`src/rtl/camo_cell_array.sv`:
```
// ---------------------------------------------------------------------------
// camo_cell_array
//
// Purpose:
//   Array of NCELL camouflaged 2-input cells. Each cell computes NAND, NOR or
//   XOR of its operand bits. A 2-bit key slice selects the function. The key
//   arrives through a serial load port. The last bit of a transfer is an even
//   parity bit. A small FSM loads the key, checks it and then arms the
//   registered datapath. The key itself never leaves the block.
//
// Ports:
//   clk        in   1      clock, rising edge
//   rst        in   1      asynchronous reset, active-high
//   key_start  in   1      pulse: begin a (re)load of the key
//   key_valid  in   1      key_bit is valid this cycle
//   key_ready  out  1      block accepts key_bit this cycle (LOAD only)
//   key_bit    in   1      serial key data, key[0] first, parity bit last
//   key_last   in   1      marks the parity bit, the last bit of a transfer
//   in_valid   in   1      operands valid
//   a          in   NCELL  operand A, one bit per cell
//   b          in   NCELL  operand B, one bit per cell
//   out_valid  out  1      y valid (one cycle after in_valid while armed)
//   y          out  NCELL  registered cell outputs
//   armed      out  1      key loaded and parity-checked; datapath live
//   key_err    out  1      last load failed; held until key_start or reset
// ---------------------------------------------------------------------------
module camo_cell_array #(
    parameter int NCELL = 8
) (
    input  logic             clk,
    input  logic             rst,
    input  logic             key_start,
    input  logic             key_valid,
    output logic             key_ready,
    input  logic             key_bit,
    input  logic             key_last,
    input  logic             in_valid,
    input  logic [NCELL-1:0] a,
    input  logic [NCELL-1:0] b,
    output logic             out_valid,
    output logic [NCELL-1:0] y,
    output logic             armed,
    output logic             key_err
);

    localparam int KEY_W = 2 * NCELL;
    localparam int CNT_W = $clog2(KEY_W + 1);
    // The count value at which the parity bit is expected.
    localparam logic [CNT_W-1:0] PAR_CNT = CNT_W'(KEY_W);

    typedef enum logic [2:0] {
        S_IDLE,
        S_LOAD,
        S_CHECK,
        S_ARMED,
        S_ERROR
    } state_t;

    state_t             state_q, state_d;
    logic [KEY_W-1:0]   key_q,   key_d;
    logic [CNT_W-1:0]   cnt_q,   cnt_d;
    logic               par_q,   par_d;
    logic [NCELL-1:0]   y_q,     y_d;
    logic               out_valid_q, out_valid_d;
    logic [NCELL-1:0]   cell_f;

    // ------------------------------------------------------------------
    // Key load / check FSM (next-state and key shift register)
    // ------------------------------------------------------------------
    always_comb begin
        // NOTE: every signal gets a default before any branch, so no path
        // leaves a value unassigned and no latch is inferred.
        state_d = state_q;
        key_d   = key_q;
        cnt_d   = cnt_q;
        par_d   = par_q;

        if (key_start) begin
            // A restart wins over everything, including a coincident
            // key_valid. That bit is dropped.
            state_d = S_LOAD;
            key_d   = '0;
            cnt_d   = '0;
            par_d   = 1'b0;
        end else begin
            unique case (state_q)
                S_IDLE: ;
                S_LOAD: begin
                    if (key_valid) begin
                        if (cnt_q == PAR_CNT) begin
                            // Parity slot: this bit must be the last one.
                            par_d   = key_bit;
                            state_d = key_last ? S_CHECK : S_ERROR;
                        end else if (key_last) begin
                            // The transfer ended before the parity slot.
                            state_d = S_ERROR;
                        end else begin
                            key_d = key_q | ({{(KEY_W-1){1'b0}}, key_bit} << cnt_q);
                            cnt_d = cnt_q + CNT_W'(1);
                        end
                    end
                end
                // Even parity: the key bits and the parity bit XOR to zero.
                S_CHECK: state_d = (^{key_q, par_q}) ? S_ERROR : S_ARMED;
                S_ARMED: ;
                S_ERROR: ;
                default: state_d = S_IDLE;
            endcase
        end
    end

    // ------------------------------------------------------------------
    // Camouflaged cells: s0 = key[2i] selects XOR; otherwise s1 = key[2i+1]
    // selects NOR (1) or NAND (0).
    // ------------------------------------------------------------------
    always_comb begin
        cell_f = '0;
        for (int i = 0; i < NCELL; i++) begin
            if (key_q[2*i])
                cell_f[i] = a[i] ^ b[i];
            else if (key_q[2*i+1])
                cell_f[i] = ~(a[i] | b[i]);
            else
                cell_f[i] = ~(a[i] & b[i]);
        end
    end

    // ------------------------------------------------------------------
    // Datapath. It runs only in ARMED. The key cannot change while ARMED,
    // because any key_start leaves ARMED first, so the cell function is
    // fixed for the whole armed period. The cycle after ARMED is left,
    // the operand taken in the last armed cycle is still presented.
    // After that cycle the outputs are forced to zero.
    // ------------------------------------------------------------------
    always_comb begin
        y_d         = y_q;
        out_valid_d = 1'b0;
        if (state_q == S_ARMED) begin
            out_valid_d = in_valid;
            if (in_valid)
                y_d = cell_f;
        end else begin
            y_d = '0;
        end
    end

    // NOTE: state is updated only with non-blocking assignments. Every
    // register then samples the values from before the edge, whatever
    // order the statements appear in.
    // NOTE: the key register sits on the async reset like every other
    // flop. After reset, a half-loaded key can never select a function.
    always_ff @(posedge clk or posedge rst) begin
        if (rst) begin
            state_q     <= S_IDLE;
            key_q       <= '0;
            cnt_q       <= '0;
            par_q       <= 1'b0;
            y_q         <= '0;
            out_valid_q <= 1'b0;
        end else begin
            state_q     <= state_d;
            key_q       <= key_d;
            cnt_q       <= cnt_d;
            par_q       <= par_d;
            y_q         <= y_d;
            out_valid_q <= out_valid_d;
        end
    end

    assign key_ready = (state_q == S_LOAD);
    assign armed     = (state_q == S_ARMED);
    assign key_err   = (state_q == S_ERROR);
    assign y         = y_q;
    assign out_valid = out_valid_q;

endmodule

```
`config.mk`:
```
export PLATFORM = sky130hd
export DESIGN_NAME = camo_cell_array
export DESIGN_NICKNAME = d
export VERILOG_FILES = /design/src/rtl/camo_cell_array.sv
export SDC_FILE = /design/constraint.sdc
export NUM_CORES = 1
export LEC_CHECK = 0
export CAP_MARGIN = 20
export CORE_MARGIN = 10
export CORE_UTILIZATION = 23
export DETAILED_ROUTE_END_ITERATION = 7
export SYNTH_ARGS = -nofsm -noshare
export SYNTH_HDL_FRONTEND = slang
export SYNTH_SLANG_ARGS = --single-unit
```
`constraint.sdc`:
```
create_clock -name clk -period 2.6 [get_ports clk]
set_input_delay 0.78 -clock clk [delete_from_list [all_inputs] [get_ports clk]]
set_output_delay 0.78 -clock clk [all_outputs]
set_load 0.05 [all_outputs]
```
-- Word-level counts from Yosys, hierarchy flattened
Cells that the tools add are included.
W data, S select, Z words.
- bitwise logic cells: 41
- multiplexer cells: 40
- equality and inequality tests: 11
- $add $sub $neg: 1
- reductions and logical operators: 9
- shifts and indexed selects: 1
- operators with widths (kind ; number):
    $mux W16 ; 5
    $mux W5 ; 5
    $mux W1 ; 21
    $mux W3 ; 6
    $reduce_xor A17 Y1 ; 1
    $mux W8 ; 2
    $not A1 Y1 ; 16
    $or A16 B16 Y16 ; 1
    $shl A1 B5 Y16 ; 1
    $pmux W3 S3 ; 1
    $and A1 B1 Y1 ; 8
    $or A1 B1 Y1 ; 8
    $xor A1 B1 Y1 ; 8
    $eq A3 B2 Y1 const B ; 2
    $ne A2 B2 Y1 const B ; 3
    $reduce_and A3 Y1 ; 2
    $reduce_bool A2 Y1 ; 3
    $add A5 B1 Y5 const B ; 1
    $eq A5 B5 Y1 const B ; 1
    $ne A4 B2 Y1 const B ; 1
    $reduce_and A4 Y1 ; 1
    $eq A3 B1 Y1 const B ; 1
    $eq A3 B3 Y1 const B ; 1
    $logic_not A3 Y1 ; 1
    3 further kinds ; 3
- output and inout port bits: 12
- register bits after elaboration: 34
- input bits: 23
- word-level logic and storage cells: 109

-- Longest topological paths before layout
- depth in word-level cells: 7
- gate-level depth with buffers: 7
- mapped depth without buffers: 7

-- Worst setup path before layout
No wires, ideal clock.
- path type: reg-to-reg
- start point: register state_q[1]
- end point: register cnt_q[4]
- data required time: 2522 ps
- buffers on the path: 1
- period minus slack after synthesis: 2180 ps
- stages on the path, launching flop included: 6
- arrival: 2102 ps
- library setup time: 78 ps
- path slack: 420 ps
- cells stage by stage: dfrtp_1 > clkbuf_1 > nor3b_2 > nand3_1 > or3_1 > a21oi_1
- cells in the longest elaborated chain, start to end: 3
- RTL lines (item ; RTL line ; source):
    start, declared ; 59 ; state_t state_q, state_d;
    start signal, assigned ; 161 ; state_q <= state_d;
    $eq A3 B1 Y1 ; n/a ;
    named net key_ready ; 34 ; output logic key_ready,
    $reduce_bool A2 Y1 (no source line) ; n/a ;
    $reduce_and A4 Y1 (no source line) ; n/a ;
    end signal, assigned ; 163 ; cnt_q <= cnt_d;
    end, declared ; 61 ; logic [CNT_W-1:0] cnt_q, cnt_d;
The timed path passes the listed nets, and every way through them passes these cells.
A chain may end at the register's enable or synchronous reset.

-- Worst setup path in the final report
- start point: register state_q[0]
- end point: output port key_ready
- cells in the longest elaborated chain, start to end: 1
- RTL lines (item ; RTL line ; source):
    $eq A3 B1 Y1 ; 170 ; assign key_ready = (state_q == S_LOAD);
    end, declared ; 34 ;
Every way passes these cells.

==> impl_metrics.tcl <==
set metrics [dict create \
    status "finished, final reports clean" \
    fin_crit_sh 0.879 \
    grt_pass1_wl_um 7930 \
    ant_nets 0 \
    yosysSeqAreaShare 0.401 \
    fin_skew_ns 0.00414 \
    clock_path_buffers 2 \
    crit_type "register to primary output" \
    place_congestion 0.831 \
    num-nets-final 305 \
    coreArea_mm2 0.00885 \
    dr.pass1.iters 4 \
    fmax_mhz 437 \
    cts_buffers 5 \
    antenna_found_initial 0 \
    grt_usage 0.0744 \
    yosys.area.top_type "dfrtp_1" \
    path_max_fanout 9 \
    synth_area_per_cell_um2 9.39 \
    dpl.hpwl_um 3680 \
    post_cts_buffers 0 \
    grt_pass1_vias 1673 \
    grt-ovfl-total 0 \
    power_density_mw_per_mm2 680 \
    final_cell_mix "dfrtp_1, nor2_1, clkdlybuf4s50_1, inv_1, ha_1" \
    initial_utilization 0.240 \
    rows 34 \
    max_slew_margin 0.636 \
    cts_root_buf "clkbuf_8" \
    drv_slew 0 \
    crit_path_end_kind "primary output" \
    post-route-drc-count 0 \
    n_antenna_cell 0 \
    die_x_um 116 \
    post-route-min-period_ns 2.29 \
    dpl.cell_count 365 \
    arrival_ns 1.51 \
    maxCapViolCount 0 \
    synth_top_area_frac 0.401 \
    setup_viol 0 \
    wl_um 4680 \
    cts_tree "built" \
    synthCells 226 \
    fillCellCount 950 \
    synth_area_leaders "dfrtp_1, ha_1, nor2_1" \
    die-area_mm2 0.0135 \
    area_delta_synth_final_pct 28.6 \
    grt_max_degree 35 \
    wl_per_cell_um 12.5 \
    drive_above_1_share 0.0943 \
    h-tree-depth 2 \
    tightestPinTransition_ns 0.544 \
    hold_viol_final 0 \
    post_drt_via_cell_ratio 4.40 \
    post_cts_resized 0 \
    drt_iter0_markers 86 \
    vias 1643 \
    rsz0062_at_grt "false" \
    clk_latency_ns 0.29 \
    start_kind "register" \
    ir_drop_uv 554 \
    clk_pin_slew_worst_paths_ns 0.07 \
    finalSetupTns_ns 0 \
    ctsHoldBuffers 0 \
    synth_seq_cells 34 \
    synthDistinctLibCells 35 \
    port_buffers 34 \
    io_pins 35 \
    leakagePower_nw 1.22 \
    die_y_um 116 \
    layoutNonFillerInstCount 373 \
    synth_nets 267 \
    final_common_cell "dfrtp_1" \
    syn-cell-area_mm2 0.00212 \
    hp-class "register to register" \
    cp.required_ns 1.82 \
    cts_sinks 34 \
    yosysWarnings 0 \
]
==> kinds of logic (layout without fill, tap and decap cells) <==
kind of cell	count (synthesis)	after routing	synth area share
simple gates	71	71	0.172
compound gates	39	39	0.112
buf+inv	35	74	0.0637
flops	34	34	0.401
fa+ha+maj	18	18	0.106
xor+xnor	17	17	0.0879
mux	12	12	0.0572
==> synth_stat cells <==
cell	n
or3_1	1
xnor3_2	2
dfrtp_1	34
o211ai_1	8
nor2b_1	2
a311oi_2	1
nand2_1	12
mux2_2	1
nor4_1	1
and2_1	2
buf_1	1
ha_1	18
buf_4	1
nor2_1	33
nand3b_1	2
a211oi_2	1
a41oi_1	1
and3b_1	1
nand3_1	3
mux2i_1	11
o21ai_0	10
a31oi_1	1
and4bb_2	2
xnor2_2	1
a21oi_1	17
nor3b_2	1
nand2b_1	1
clkbuf_1	5
xor2_1	2
nor4b_4	1
and3_1	4
nor3_1	4
xnor2_1	12
inv_1	28
nor3b_1	1
==> per-stage QoR <==
stage | hold WS, ns | power (W) | utilization | area [um^2] | worst slack [ns]
6_report | 0.530 | 0.00186 | 0.308 | 2730 | 0.314
5_1_grt | 0.562 | 0.00197 | 0.308 | 2730 | 0.210
4_1_cts | 0.538 | 0.00188 | 0.308 | 2730 | 0.304
3_5_place_dp | 0.517 | 0.00138 | 0.296 | 2620 | 0.183
3_3_place_gp | 0.510 | 0.00138 | 0.296 | 2620 | 0.227
2_1_floorplan | 0.512 | 0.00111 | - | 2120 | 0.420
==> worst max-delay path, stage by stage (launching register included) <==
cell	delay [ns]
dfrtp_1	0.51
nor3b_2	0.50
buf_12	0.20
==> layer usage <==
metal,global-route usage,wire length [um],vias up
met5,0,0,-
met4,0.0300,64,0
met3,0.0253,281,5
met2,0.111,2010,30
met1,0.0964,2320,778
li1,-,-,830
==> layout make-up <==
type / instances / area, um^2 / share of cell area
multi-input combinational: 157 / 1140 / 0.416
clock buffer: 5 / 68.8 / 0.0252
sequential: 34 / 851 / 0.312
inverter: 28 / 105 / 0.0385
timing repair buffer: 38 / 388 / 0.142
clock inverter: 3 / 45.0 / 0.0165
tap: 108 / 135 / 0.0495
==> final timing paths <==
| check | depth (start not counted) | slack [ns] | from | end |
|---|---|---|---|---|
| max | 2 | 0.31 | state_q[0] | key_ready |
| min | 2 | 0.53 | y[6] | y[6] |
| max reg2reg | 5 | 0.64 | state_q[0] | key_q[5] |
| min reg2reg | 2 | 0.53 | y[6] | y[6] |
| max in group asynchronous | 3 | 1.41 | rst | cnt_q[3] |
| min in group asynchronous | 3 | 0.88 | rst | y[7] |
==> report_power, final <==
group | internal (W) | switching, W | leakage [nW]
Sequential | 0.000584 | 0.0000758 | 0.468
Combinational | 0.000297 | 0.000410 | 0.704
Clock | 0.000285 | 0.000204 | 0.0504
Total | 0.00117 | 0.000689 | 1.22
==> sequential cells by signal (all words and copies together), names as in the netlist <==
signal     cells
key_q         16
y              8
cnt_q          5
out_valid      1
state_q        3
par_q          1
Note: power is estimated with default switching activity, not from simulation.
